### src/rtl/multi_cycle_core.sv
// Multi-cycle RV32I-subset core: one shared memory port, FETCH/DECODE/EXEC/MEM/WB control FSM.
// Unsupported encodings, out-of-range registers and misaligned addresses park the core in HALT.
module multi_cycle_core #(
    parameter logic [31:0] RESET_PC = 32'h0000_0000,
    parameter int          NUM_REGS = 32
) (
    input  logic        clk,
    input  logic        rst_l,
    output logic        mem_req,
    output logic        mem_we,
    output logic [31:0] mem_addr,
    output logic [31:0] mem_wdata,
    input  logic [31:0] mem_rdata,
    input  logic        mem_ready,
    output logic        retire,
    output logic [31:0] retire_pc,
    output logic        halted
);
    localparam int RW = (NUM_REGS > 1) ? $clog2(NUM_REGS) : 1;

    typedef enum logic [2:0] {S_FETCH, S_DECODE, S_EXEC, S_MEM, S_WB, S_HALT} state_t;

    state_t      state_q, state_d;
    logic [31:0] pc_q, pc_d, ir_q, ir_d, a_q, a_d, b_q, b_d, imm_q, imm_d, res_q, res_d;
    logic [31:0] rf_q [NUM_REGS];
    logic [31:0] rf_d [NUM_REGS];

    logic [6:0]  opcode, f7;
    logic [2:0]  f3;
    logic [4:0]  rd, rs1, rs2;
    logic        is_r, is_i, is_lw, is_sw, is_beq, is_jal, legal;
    logic        rd_ok, rs1_ok, rs2_ok, f3_alu;
    logic [31:0] imm_dec, op2, alu, ea, tgt, pc4, br_nxt;
    logic        req_c, we_c;
    logic [31:0] addr_c, wdata_c;

    assign opcode = ir_q[6:0];
    assign rd     = ir_q[11:7];
    assign f3     = ir_q[14:12];
    assign rs1    = ir_q[19:15];
    assign rs2    = ir_q[24:20];
    assign f7     = ir_q[31:25];

    always_comb begin
        is_r   = (opcode == 7'b0110011);
        is_i   = (opcode == 7'b0010011);
        is_lw  = (opcode == 7'b0000011) && (f3 == 3'b010);
        is_sw  = (opcode == 7'b0100011) && (f3 == 3'b010);
        is_beq = (opcode == 7'b1100011) && (f3 == 3'b000);
        is_jal = (opcode == 7'b1101111);
        rd_ok  = ({27'd0, rd}  < 32'(NUM_REGS));
        rs1_ok = ({27'd0, rs1} < 32'(NUM_REGS));
        rs2_ok = ({27'd0, rs2} < 32'(NUM_REGS));
        f3_alu = (f3 == 3'b000) || (f3 == 3'b111) || (f3 == 3'b110) || (f3 == 3'b010);
        // Only register fields the format actually uses are range-checked.
        legal  = (is_r && rd_ok && rs1_ok && rs2_ok &&
                     ((f7 == 7'h00 && f3_alu) || (f7 == 7'h20 && f3 == 3'b000)))
              || (is_i && f3_alu && rd_ok && rs1_ok)
              || (is_lw && rd_ok && rs1_ok)
              || ((is_sw || is_beq) && rs1_ok && rs2_ok)
              || (is_jal && rd_ok);
        if (is_sw)       imm_dec = {{20{ir_q[31]}}, ir_q[31:25], ir_q[11:7]};
        else if (is_beq) imm_dec = {{19{ir_q[31]}}, ir_q[31], ir_q[7], ir_q[30:25], ir_q[11:8], 1'b0};
        else if (is_jal) imm_dec = {{11{ir_q[31]}}, ir_q[31], ir_q[19:12], ir_q[20], ir_q[30:21], 1'b0};
        else             imm_dec = {{20{ir_q[31]}}, ir_q[31:20]};
    end

    always_comb begin
        op2 = is_r ? b_q : imm_q;
        case (f3)
            3'b111:  alu = a_q & op2;
            3'b110:  alu = a_q | op2;
            3'b010:  alu = {31'd0, $signed(a_q) < $signed(op2)};
            default: alu = (is_r && f7[5]) ? a_q - op2 : a_q + op2;
        endcase
        ea     = a_q + imm_q;
        tgt    = pc_q + imm_q;
        pc4    = pc_q + 32'd4;
        br_nxt = (a_q == b_q) ? tgt : pc4;
    end

    always_comb begin
        state_d = state_q;
        pc_d    = pc_q;
        ir_d    = ir_q;
        a_d     = a_q;
        b_d     = b_q;
        imm_d   = imm_q;
        res_d   = res_q;
        rf_d    = rf_q;
        req_c   = 1'b0;
        we_c    = 1'b0;
        addr_c  = 32'd0;
        wdata_c = 32'd0;
        retire  = 1'b0;
        case (state_q)
            S_FETCH: begin
                req_c  = 1'b1;
                addr_c = pc_q;
                if (mem_ready) begin
                    ir_d    = mem_rdata;
                    state_d = S_DECODE;
                end
            end
            S_DECODE: begin
                if (!legal) begin
                    state_d = S_HALT;
                end else begin
                    a_d     = rf_q[rs1[RW-1:0]];
                    b_d     = rf_q[rs2[RW-1:0]];
                    imm_d   = imm_dec;
                    state_d = S_EXEC;
                end
            end
            S_EXEC: begin
                if (is_lw || is_sw) begin
                    res_d   = ea;
                    state_d = (ea[1:0] != 2'b00) ? S_HALT : S_MEM;
                end else if (is_beq) begin
                    if (br_nxt[1:0] != 2'b00) begin
                        state_d = S_HALT;
                    end else begin
                        pc_d    = br_nxt;
                        retire  = 1'b1;
                        state_d = S_FETCH;
                    end
                end else if (is_jal) begin
                    if (tgt[1:0] != 2'b00) begin
                        state_d = S_HALT;
                    end else begin
                        if (rd != 5'd0) rf_d[rd[RW-1:0]] = pc4;
                        pc_d    = tgt;
                        retire  = 1'b1;
                        state_d = S_FETCH;
                    end
                end else begin
                    res_d   = alu;
                    state_d = S_WB;
                end
            end
            S_MEM: begin
                req_c   = 1'b1;
                addr_c  = res_q;
                we_c    = is_sw;
                wdata_c = is_sw ? b_q : 32'd0;
                if (mem_ready) begin
                    if (is_sw) begin
                        pc_d    = pc4;
                        retire  = 1'b1;
                        state_d = S_FETCH;
                    end else begin
                        res_d   = mem_rdata;
                        state_d = S_WB;
                    end
                end
            end
            S_WB: begin
                if (rd != 5'd0) rf_d[rd[RW-1:0]] = res_q;
                pc_d    = pc4;
                retire  = 1'b1;
                state_d = S_FETCH;
            end
            default: state_d = S_HALT;
        endcase
    end

    // The reset state is FETCH, so the port is gated by rst_l to stay quiet while held in reset.
    assign mem_req   = rst_l & req_c;
    assign mem_we    = rst_l & we_c;
    assign mem_addr  = rst_l ? addr_c : 32'd0;
    assign mem_wdata = rst_l ? wdata_c : 32'd0;
    assign retire_pc = retire ? pc_q : 32'd0;
    assign halted    = (state_q == S_HALT);

    always_ff @(posedge clk or negedge rst_l) begin
        if (!rst_l) begin
            state_q <= S_FETCH;
            pc_q    <= RESET_PC;
            ir_q    <= 32'd0;
            a_q     <= 32'd0;
            b_q     <= 32'd0;
            imm_q   <= 32'd0;
            res_q   <= 32'd0;
            for (int i = 0; i < NUM_REGS; i++) rf_q[i] <= 32'd0;
        end else begin
            state_q <= state_d;
            pc_q    <= pc_d;
            ir_q    <= ir_d;
            a_q     <= a_d;
            b_q     <= b_d;
            imm_q   <= imm_d;
            res_q   <= res_d;
            for (int i = 0; i < NUM_REGS; i++) rf_q[i] <= (i == 0) ? 32'd0 : rf_d[i];
        end
    end
endmodule

### config.mk
export PLATFORM = sky130hd
export DESIGN_NAME = multi_cycle_core
export DESIGN_NICKNAME = d
export VERILOG_FILES = /design/src/rtl/multi_cycle_core.sv
export SDC_FILE = /design/constraint.sdc
export NUM_CORES = 2
export LEC_CHECK = 0
export CAP_MARGIN = 20
export CORE_MARGIN = 2
export CORE_UTILIZATION = 60
export DETAILED_ROUTE_END_ITERATION = 8
export PLACE_DENSITY_LB_ADDON = 0.3
export SLEW_MARGIN = 5
export SYNTH_ARGS = -nofsm -noshare
export SYNTH_HDL_FRONTEND = slang
export SYNTH_SLANG_ARGS = --single-unit
### constraint.sdc
create_clock -name clk -period 6.85 [get_ports clk]
set_input_delay 1.37 -clock clk [delete_from_list [all_inputs] [get_ports clk]]
set_output_delay 1.37 -clock clk [all_outputs]
set_load 0.05 [all_outputs]
==> run_results.csv <==
group,metric,value,unit
status,outcome,"finished clean",
placement,place_inst,7800,
floorplan,dieArea,116000,um^2
timing,fmax,164,MHz
cts,insertion_delay,0.77,ns
timing,fin_crit,6.09,ns
cts,h-tree-depth,4,
timing,final-setup-viol-count,0,
timing,maxSlewViolCount,0,
yosys,synth_top_area_share,0.431,
setup_path,cp-end-kind,"primary output",
floorplan,io_pins,135,
cts,ctsHoldBuffers,0,
layout,fill_cells,8494,
cts,clk_path_buf_depth,3,
yosys,syn_area_per_cell,10.3,um^2
yosys,yosysSeqAreaShare,0.431,
power_and_ir_drop,p_int,11.2,mW
layout,syn2layout_area_growth,10.2,%
routing,drc,0,
cts,cts_buffers,131,
power_and_ir_drop,leakage,31.1,nW
setup_path,crit_path_top_delay_cell,"clkdlybuf4s50_1",
run,maxCapViolations,0,
setup_path,path_delay_family,"buffers and inverters",
power_and_ir_drop,powerDensity,191,nW/um^2
power_and_ir_drop,seq_power_share,0.484,
floorplan,die_x,341,um
yosys,synth_most_common_cell,"nand2_1",
timing,rsz0062_at_grt,"false",
timing,period_share,0.889,
layout,stdcell_area,75200,um^2
routing,firstDrtPassIters,8,
routing,wl_per_cell,29.2,um
worst_hold_path,hp-class,"flip-flop to flip-flop",
routing,viasPerCell,6.97,
placement,gp_congestion,1.01,
setup_path,cp-start-kind,"flip-flop",
cts,post_cts_buffers,0,
setup_path,timing.rr.start,"ir_q[2]$_DFFE_PN0P_",
timing,slew-limit-headroom,0.0681,
power_and_ir_drop,ir_drop,294,uV
grt,grt-ovfl-total,0,
setup_path,regToRegSetupSlack,1.50,ns
layout,finalNonFillerCells,8046,
setup_path,cpPeakStageDelay,0.80,ns
yosys,yosysWarnings,0,
power_and_ir_drop,power,14.4,mW
grt,grt_max_degree,187,
cts,postCtsResizedCells,0,
yosys,netlist_top_cells_area,"dfrtp_1 43%, mux4_2 18%, o21ai_0 7.7%, nand2_1 7.0%, ha_1 2.9%",
setup_path,setup.worst_path.class,"flip-flop to primary output",
worst_hold_path,worstHoldPathCells,2,
yosys,synth_top_cell_by_area,"dfrtp_1",
power_and_ir_drop,pwr-share-comb,0.013,
yosys,yosysUniqueCellTypes,87,
worst_hold_path,hp-start,"rf_q[145]$_DFFE_PN0P_",
timing,hold_violations,0,
layout,layout-drive-gt1-share,0.168,
grt,gr-usage-met3,0.106,
yosys,postSynthCellCount,6633,
routing,dr_total_vias,56100,
grt,grt_pass1_wl,353000,um
placement,dp_hpwl,149000,um
grt,grt_pass1_vias,54700,
setup_path,r2r.worst_path.cells,18,
worst_hold_path,hold-path-endpoint,"rf_q[145]$_DFFE_PN0P_",
placement,placed_cell_area,70700,um^2
grt,antenna_found_initial,15,
layout,final_nets,6641,
cts,cts_tree,"done",
routing,wirelength,235000,um
setup_path,cp_data_arrival_time,4.72,ns
setup_path,regToRegEndpoint,"res_q[26]$_DFFE_PN0P_",
yosys,netlist_area,68300,um^2
routing,dr.first_iter.drc_count,7423,
setup_path,worstPathRequired,5.48,ns
grt,gr-usage-met1,0.553,
yosys,async_flop_share,1.00,
setup_path,worstPathMaxFanout,33,
floorplan,fp-row-count,123,
grt,grt-busiest-layer,"met2",
power_and_ir_drop,sw_frac_of_total,0.221,
timing,worstMarginPinSlew,1.39,ns
grt,met2_usage,0.610,
grt,grt_usage,0.408,
timing,tns,0,ns
placement,io_buffers,134,
floorplan,coreArea,113000,um^2
layout,multiInputGateArea,36400,um^2
floorplan,chipHeight,341,um
timing,fin_skew,0.0343,ns
routing,ant_nets,0,
cts,cts_sinks,1176,
cts,clk_pin_slew,0.06,ns
yosys,ys_ff_latch,1176,
floorplan,initial_core_util,0.606,
power_and_ir_drop,power.switching,3.17,mW
setup_path,crit_chain,"xnor2_1, nand4_1, nor4_1, nand2_1, mux2i_1, o21ai_0, a21oi_4, inv_2, and2_1, clkdlybuf4s50_1",
yosys,synth_edf_count,0,
cts,cts_root_buf,"clkbuf_16",
power_and_ir_drop,clkPwrFrac,0.503,
yosys,synthFlopType,"dfrtp_1",
setup_path,crit_buf_inv,2,
yosys,synthTopCellsByCount,"1276 x nand2_1, 1176 x dfrtp_1, 1055 x o21ai_0",
yosys,synth_nets,6831,
layout,regArea,29500,um^2
==> sequential cells by signal, indices dropped and copies added (netlist names) <==
name	count
state_q	3
res_q	32
pc_q	32
b_q	32
imm_q	21
a_q	32
rf_q	992
ir_q	32
==> power by group through the flow <==
stage	registers, mW	clock network, mW	logic (mW)
2_1_floorplan	7.08	0	0.00474
3_3_place_gp	7.07	0	0.183
3_5_place_dp	7.07	0	0.184
4_1_cts	6.95	7.24	0.185
5_1_grt	6.94	7.55	0.212
6_report	6.95	7.22	0.185
==> layout make-up <==
class,instances,share of cell area
clock buffers,192,0.0515
flip-flops and latches,1176,0.392
diodes,1,0.0000333
multi-input cells,4744,0.484
well taps,1500,0.0250
inverters,122,0.00609
repair buffers,268,0.0350
clock inverters,43,0.00654
==> routing by layer <==
metal,wire (um),up-vias,part of all wire
li1,-,23700,-
met1,87700,28000,0.37
met2,105000,3653,0.45
met3,27900,781,0.12
met4,14300,12,0.061
met5,74,-,0.00031
==> logic make-up (layout without fill, tap and decap cells) <==
| kind of cell | after synthesis | in the layout | synth area share |
|---|---|---|---|
| compound gates | 1883 | 1883 | 0.159 |
| flops | 1176 | 1176 | 0.431 |
| mux | 727 | 727 | 0.208 |
| buf+inv | 713 | 625 | 0.0403 |
| simple gates | 1826 | 1826 | 0.113 |
| fa+ha+maj | 163 | 163 | 0.0303 |
| xor+xnor | 145 | 145 | 0.0186 |
| other cells | 0 | 1 | 0 |
==> worst reg2reg max path, delay by kind of cell, from the launching register on <==
kind	cells	cell delay (ns)
AOI/OAI and AO/OA	7	2.07
DFF	1	0.40
buffers and inverters	2	0.48
xor gates and xnor gates	1	0.14
and+or+nand+nor	6	1.54
adders and majority gates	2	0.58
==> worst max path at each step <==
| stage | from | to | slack, ns | cells after the start |
|---|---|---|---|---|
| 2_1_floorplan | imm_q[0]$_DFFE_PN0P_ | retire_pc[26] | 2.44 | 9 |
| 3_3_place_gp | mem_ready | retire_pc[1] | 1.69 | 7 |
| 3_5_place_dp | a_q[3]$_DFFE_PN0P_ | retire_pc[25] | 1.58 | 10 |
| 4_1_cts | a_q[3]$_DFFE_PN0P_ | retire_pc[25] | 0.77 | 10 |
| 5_1_grt | a_q[3]$_DFFE_PN0P_ | retire_pc[19] | 0.54 | 10 |
| 6_report | a_q[3]$_DFFE_PN0P_ | retire_pc[1] | 0.76 | 10 |
==> per-stage QoR <==
stage | setup slack [ns] | hold WS (ns) | utilization
floorplan | 2.44 | 0.460 | -
global placement | 1.69 | 0.472 | 0.627
detailed placement | 1.58 | 0.483 | 0.627
CTS | 0.770 | 0.496 | 0.666
global route | 0.538 | 0.519 | 0.668
finish | 0.764 | 0.494 | 0.668
==> cell usage in the layout (no fill, tap or decap), types with 101 or more instances in the layout <==
| cell | netlist | routed |
|---|---|---|
| nand2_1 | 1276 | 1244 |
| nor2_1 | 215 | 215 |
| inv_1 | 121 | 121 |
| o21ai_1 | 136 | 135 |
| a21oi_1 | 242 | 217 |
| mux4_2 | 545 | 545 |
| xnor2_1 | 109 | 109 |
| buf_4 | 3 | 109 |
| clkdlybuf4s50_1 | 0 | 133 |
| ha_1 | 159 | 159 |
| mux2_2 | 101 | 101 |
| dfrtp_1 | 1176 | 1165 |
| o21ai_0 | 1055 | 1054 |
| clkbuf_16 | 0 | 135 |
Power figures use the tool's default switching activity.
